**src/rtl/mem_arbiter_pkg.sv**
```systemverilog
// mem_arbiter_pkg: shared CPU types (arbiter state encoding used by the arbiter and memory_control bench)
package cpu_types_pkg;
  typedef enum logic [1:0] {
    IDLE = 2'b00,
    IACC = 2'b01,
    DACC = 2'b10
  } arb_state_t;
endpackage

```
**src/rtl/mem_arbiter_if.sv**
```systemverilog
// mem_arbiter_if: cache-side request ports plus RAM port of the memory arbiter
interface mem_arbiter_if #(parameter int ADDR_W = 32, parameter int DATA_W = 32);
  logic              iREN, iwait, dREN, dWEN, dwait, ramREN, ramWEN, ram_ack;
  logic [ADDR_W-1:0] iaddr, daddr, ramaddr;
  logic [DATA_W-1:0] iload, dload, dstore, ramstore, ramload;
  modport slave (
    input  iREN, iaddr, dREN, dWEN, daddr, dstore, ramload, ram_ack,
    output iwait, iload, dwait, dload, ramREN, ramWEN, ramaddr, ramstore
  );
  modport master (
    output iREN, iaddr, dREN, dWEN, daddr, dstore, ramload, ram_ack,
    input  iwait, iload, dwait, dload, ramREN, ramWEN, ramaddr, ramstore
  );
endinterface

```
**src/rtl/mem_arbiter_starve_guard.sv**
```systemverilog
// starve_guard: counts consecutive data grants taken while a fetch waits (MEM_ARB_STARVE_GUARD_EN)
`ifdef MEM_ARB_STARVE_GUARD_EN
module starve_guard #(parameter int STARVE_MAX = 4) (
  input  logic CLK,
  input  logic nRST,
  input  logic grant_d,
  input  logic grant_i,
  input  logic ireq,
  output logic force_i
);
  logic [2:0] cnt;
  // saturating count of data grants that bypassed a pending fetch
  always_ff @(posedge CLK, negedge nRST)
    if (!nRST) cnt <= '0;
    else if (grant_i || (grant_d && !ireq)) cnt <= '0;
    else if (grant_d && cnt != 3'd7) cnt <= cnt + 3'd1;
  assign force_i = ireq && (int'(cnt) >= STARVE_MAX);
endmodule
`endif

```
**src/rtl/mem_arbiter.sv**
```systemverilog
// mem_arbiter: shares one RAM port between fetch and data; data has priority (MEM_ARB_STARVE_GUARD_EN bounds fetch starvation)
module mem_arbiter
  import cpu_types_pkg::*;
#(
  parameter int ADDR_W = 32,
  parameter int DATA_W = 32
`ifdef MEM_ARB_STARVE_GUARD_EN
  , parameter int STARVE_MAX = 4
`endif
) (
  input logic          CLK,
  input logic          nRST,
  mem_arbiter_if.slave bus
);
  arb_state_t state, nextState;
  logic dReq, forceI;
  assign dReq = bus.dREN | bus.dWEN;
`ifdef MEM_ARB_STARVE_GUARD_EN
  logic grantD, grantI;
  assign grantD = (state == IDLE) && (nextState == DACC);
  assign grantI = (state == IDLE) && (nextState == IACC);
  starve_guard #(.STARVE_MAX(STARVE_MAX)) guard (
    .CLK(CLK), .nRST(nRST), .grant_d(grantD), .grant_i(grantI), .ireq(bus.iREN), .force_i(forceI)
  );
`else
  assign forceI = 1'b0;
`endif
  // grant register; an async reset drops any in-flight access
  always_ff @(posedge CLK, negedge nRST)
    if (!nRST) state <= IDLE;
    else state <= nextState;
  // grant decision and RAM/requester muxing for the granted side
  always_comb begin
    nextState    = state;
    bus.iwait    = 1'b1;
    bus.dwait    = 1'b1;
    bus.ramREN   = 1'b0;
    bus.ramWEN   = 1'b0;
    bus.ramaddr  = ADDR_W'(0);
    bus.ramstore = DATA_W'(0);
    bus.iload    = DATA_W'(0);
    bus.dload    = DATA_W'(0);
    case (state)
      IDLE: nextState = (dReq && !forceI) ? DACC : bus.iREN ? IACC : IDLE;
      IACC: begin
        bus.ramREN  = 1'b1;
        bus.ramaddr = bus.iaddr;
        bus.iload   = bus.ramload;
        bus.iwait   = !(bus.iREN && bus.ram_ack);
        nextState   = (bus.ram_ack || !bus.iREN) ? IDLE : IACC;
      end
      DACC: begin
        bus.ramWEN   = bus.dWEN;
        bus.ramREN   = bus.dREN && !bus.dWEN;
        bus.ramaddr  = bus.daddr;
        bus.ramstore = bus.dstore;
        bus.dload    = bus.ramload;
        bus.dwait    = !(dReq && bus.ram_ack);
        nextState    = (bus.ram_ack || !dReq) ? IDLE : DACC;
      end
      default: nextState = IDLE;
    endcase
  end
endmodule

```
**src/flat_wrapper.sv**
```systemverilog
// flat-port wrapper written by rule: the top's interface ports become plain ports
module mem_arbiter_flat import cpu_types_pkg::*;
#(
  parameter int ADDR_W = 32,
  parameter int DATA_W = 32

)
  (CLK, nRST, bus_iREN, bus_iaddr, bus_dREN, bus_dWEN, bus_daddr, bus_dstore, bus_ramload, bus_ram_ack, bus_iwait, bus_iload, bus_dwait, bus_dload, bus_ramREN, bus_ramWEN, bus_ramaddr, bus_ramstore);
  mem_arbiter_if #(.ADDR_W(ADDR_W), .DATA_W(DATA_W)) bus_i ();
  input logic CLK;
  input logic nRST;
  input wire logic [$bits(bus_i.iREN)-1:0] bus_iREN;
  input wire logic [$bits(bus_i.iaddr)-1:0] bus_iaddr;
  input wire logic [$bits(bus_i.dREN)-1:0] bus_dREN;
  input wire logic [$bits(bus_i.dWEN)-1:0] bus_dWEN;
  input wire logic [$bits(bus_i.daddr)-1:0] bus_daddr;
  input wire logic [$bits(bus_i.dstore)-1:0] bus_dstore;
  input wire logic [$bits(bus_i.ramload)-1:0] bus_ramload;
  input wire logic [$bits(bus_i.ram_ack)-1:0] bus_ram_ack;
  output wire logic [$bits(bus_i.iwait)-1:0] bus_iwait;
  output wire logic [$bits(bus_i.iload)-1:0] bus_iload;
  output wire logic [$bits(bus_i.dwait)-1:0] bus_dwait;
  output wire logic [$bits(bus_i.dload)-1:0] bus_dload;
  output wire logic [$bits(bus_i.ramREN)-1:0] bus_ramREN;
  output wire logic [$bits(bus_i.ramWEN)-1:0] bus_ramWEN;
  output wire logic [$bits(bus_i.ramaddr)-1:0] bus_ramaddr;
  output wire logic [$bits(bus_i.ramstore)-1:0] bus_ramstore;
  assign bus_i.iREN = bus_iREN;
  assign bus_i.iaddr = bus_iaddr;
  assign bus_i.dREN = bus_dREN;
  assign bus_i.dWEN = bus_dWEN;
  assign bus_i.daddr = bus_daddr;
  assign bus_i.dstore = bus_dstore;
  assign bus_i.ramload = bus_ramload;
  assign bus_i.ram_ack = bus_ram_ack;
  assign bus_iwait = bus_i.iwait;
  assign bus_iload = bus_i.iload;
  assign bus_dwait = bus_i.dwait;
  assign bus_dload = bus_i.dload;
  assign bus_ramREN = bus_i.ramREN;
  assign bus_ramWEN = bus_i.ramWEN;
  assign bus_ramaddr = bus_i.ramaddr;
  assign bus_ramstore = bus_i.ramstore;
  mem_arbiter #(.ADDR_W(ADDR_W), .DATA_W(DATA_W)) u_core (.CLK(CLK), .nRST(nRST), .bus(bus_i));
endmodule
```
**config.mk**
```make
export PLATFORM = sky130hd
export DESIGN_NAME = mem_arbiter_flat
export DESIGN_NICKNAME = d
export VERILOG_FILES = /design/src/rtl/mem_arbiter_pkg.sv /design/src/rtl/mem_arbiter_if.sv /design/src/rtl/mem_arbiter_starve_guard.sv /design/src/rtl/mem_arbiter.sv /design/src/flat_wrapper.sv
export SDC_FILE = /design/constraint.sdc
export NUM_CORES = 1
export LEC_CHECK = 0
export CAP_MARGIN = 20
export CORE_AREA = 2 2 103 105
export DETAILED_ROUTE_END_ITERATION = 10
export DIE_AREA = 0 0 105 107
export REMOVE_ABC_BUFFERS = 1
export SLEW_MARGIN = 10
export SYNTH_ARGS = -nofsm -noshare
export SYNTH_HDL_FRONTEND = slang
export SYNTH_HIERARCHICAL = 1
export SYNTH_SLANG_ARGS = --single-unit
export TNS_END_PERCENT = 30
```
**constraint.sdc**
```tcl
create_clock -name CLK -period 1.8 [get_ports CLK]
set_clock_uncertainty 0.1 [all_clocks]
set_input_delay 0.54 -clock CLK [delete_from_list [all_inputs] [get_ports CLK]]
set_output_delay 0.54 -clock CLK [all_outputs]
set_load 0.05 [all_outputs]
```
==> results.py <==
metrics = {
    "run_status": {
        "status": "finished, violations left",
        "violations": "negative setup slack",
    },
    "die": {
        "top_level_ports": 266,
        "dieWidth_um": 105,
        "core_mm2": 0.01009,
        "die_y_um": 107,
        "rows": 37,
        "die-area_mm2": 0.01124,
        "start_util_pct": 13.64,
    },
    "grt": {
        "grt_pass1_wl_um": 16690,
        "grt_pass1_vias": 2753,
        "track_usage_pct": 18.74,
        "antenna_found_initial": 0,
        "grt-ovfl-total": 0,
        "grt_max_degree": 32,
    },
    "route": {
        "ant_nets": 0,
        "viasPerCell": 4.086,
        "post-route-drc-count": 0,
        "first_iter_violations": 86,
        "first_pass_iters": 4,
        "num_vias": 2505,
        "wl_per_cell_um": 18.67,
        "finalWirelength_um": 11440,
    },
    "sta": {
        "report.final.slew_viol_count": 0,
        "setup_slack_ns": -0.4128,
        "slew_headroom_pct": 84.06,
        "max_freq_mhz": 451.9,
        "hold_viol_final": 0,
        "min_period_over_period_pct": 122.9,
        "finalCriticalPeriod_ns": 2.213,
        "tns_ns": -46.30,
        "worst_pin_slew_ns": 0.2391,
        "rsz0062_at_grt": "yes",
        "finalSetupViolCount": 132,
    },
    "clock_tree": {
        "clock-sinks": 2,
        "cts_tree": "yes",
        "clockBufferDepth": 2,
        "root_buffer": "clkbuf_8",
        "clk_pin_slew_ns": 0.03,
        "clk_latency_ns": 0.21,
        "htreeDepth": 1,
        "numCtsBuffers": 3,
        "cts_hold_buffers": 0,
    },
    "pwr": {
        "p_comb_share_pct": 95.8,
        "p_sw_share_pct": 46.80,
        "leakagePower_uw": 0.002596,
        "p_sw_uw": 2755,
        "ir_worst_vdd_mv": 0.5962,
        "power_frac_seq_pct": 1.2,
        "p_clk_share_pct": 3.0,
        "p_int_uw": 3133,
        "p_total_uw": 5888,
        "power_density_mw_per_mm2": 919.9,
    },
    "synthesis": {
        "synth_area_mm2": 0.001376,
        "synth.yosys.seq_area_share_pct": 3.636,
        "ys_ff_latch": 2,
        "yosysWarnings": 6,
        "ys_types": 20,
        "avgSynthCellArea_um2": 6.813,
        "synthCells": 202,
    },
    "cells_and_area": {
        "reg_top3": "u_core/state x2",
        "area_delta_synth_final_pct": 365.1,
        "diodes": 0,
        "drive_gt1_share_pct": 67.51,
        "nets": 618,
        "max_flop_register": "u_core/state",
        "largest_register_ffs": 2,
    },
    "placed_design": {
        "globalplace.congestion": 0.8000,
        "dp_hpwl_um": 8732,
        "io_buffers": 265,
    },
    "run": {
        "max-cap-violations": 0,
    },
    "critical_path": {
        "critical_path_peak_fanout": 2,
        "crit_type": "in2out",
        "startpoint": "bus_dWEN",
        "r2r_start": "u_core/state[0]$_DFF_PN0_",
        "worst_setup_path_start_kind": "input pin",
        "required_ns": 1.16,
        "end_kind": "output pin",
        "arrival_ns": 1.57,
    },
    "min_path": {
        "hold_path_class": "in2async",
    },
}
stage by stage:
step           cells  setup WS [ns]  area, um^2  hold slack [ns]  util (%)
2_1_floorplan    182         -1.289        1255           0.1444         -
3_3_place_gp     604        -0.4007        5634           0.5684     55.83
3_5_place_dp     604        -0.4239        5634           0.6194     55.83
4_1_cts          609        -0.4532        6152           0.3963     60.96
5_1_grt          613        -0.4739        6401           0.4050     63.43
6_report         613        -0.4128        6401           0.3977     63.43
final cells by class:
class                      instances  area (um^2)
sequential                         2        51.30
multi-input combinational        177         1799
clock buffer                       3        41.29
inverter                           3        13.76
fill                             794         3691
timing repair buffer             292         4325
tap                              136        170.2
critical path: stages:
cell and delay (ns):
clkdlybuf4s50_1 0.48, and3b_2 0.20, o21a_1 0.20, buf_12 0.15
cell usage after synthesis:
cell type | n | area (um^2)
and2_1 | 97 | 606.8
a22oi_1 | 32 | 240.2
nor2b_1 | 32 | 200.2
buf_2 | 7 | 35.03
clkbuf_1 | 6 | 22.52
ha_1 | 5 | 62.56
buf_4 | 4 | 30.03
buf_6 | 3 | 33.78
inv_1 | 3 | 11.26
dfrtp_1 | 2 | 50.05
nand2b_1 | 2 | 12.51
a211oi_2 | 1 | 12.51
a21oi_2 | 1 | 8.760
and3b_2 | 1 | 10.01
nand3_1 | 1 | 5.000
nor2_1 | 1 | 3.750
o211ai_1 | 1 | 7.510
o21a_1 | 1 | 7.510
or2b_1 | 1 | 7.510
or3b_1 | 1 | 8.760
metal layers:
metal  global-route usage [%]  part of all wire [%]
met1                    20.36                    35
met5                        0                     0
met3                    3.283                   5.5
met2                    38.13                    58
met4                    2.667                   1.6
repair_timing:
action	in CTS	in global routing
gates resized for setup	154	35
buffers inserted	1	0
setup endpoints to repair	132	132
gates cloned	1	4
pin swaps	2	17
power groups by stage:
stage	Combinational [uW]	Sequential (uW)	Clock, uW
2_1_floorplan	2140	61.0	0
3_3_place_gp	4790	61.9	0
3_5_place_dp	4830	64.2	0
4_1_cts	5330	65.8	181
5_1_grt	5840	74.4	183
6_report	5640	71.5	177
placed cells by master (no fill, tap or decap), types with 3 or more instances in the layout:
cell / synthesis / routed
a22oi_1: 32 / 7
a22oi_2: 0 / 25
and2_1: 97 / 5
and2_4: 0 / 92
buf_12: 0 / 138
buf_4: 4 / 13
buf_6: 3 / 5
clkbuf_8: 0 / 3
clkdlybuf4s50_1: 0 / 133
ha_4: 0 / 3
nor2b_2: 0 / 7
nor2b_4: 0 / 25
logic make-up after synthesis:
group           after synthesis  share of synthesized area [%]
compound gates               36                          20.09
simple gates                136                          62.09
fa+ha+maj                     5                          4.545
flops                         2                          3.637
buf+inv                      23                          9.636
path summary, 6_finish.rpt:
kind | end | slack, ns | depth (start not counted)
max in group asynchronous | u_core/state[1]$_DFF_PN0_ | 1.06 | 1
min in group CLK | u_core/state[1]$_DFF_PN0_ | 0.64 | 2
min reg2reg | u_core/state[1]$_DFF_PN0_ | 0.64 | 2
max | bus_ramREN | -0.41 | 4
max reg2reg | u_core/state[1]$_DFF_PN0_ | 0.30 | 6
min | u_core/state[0]$_DFF_PN0_ | 0.40 | 1
(Power assumes the default switching activity.)
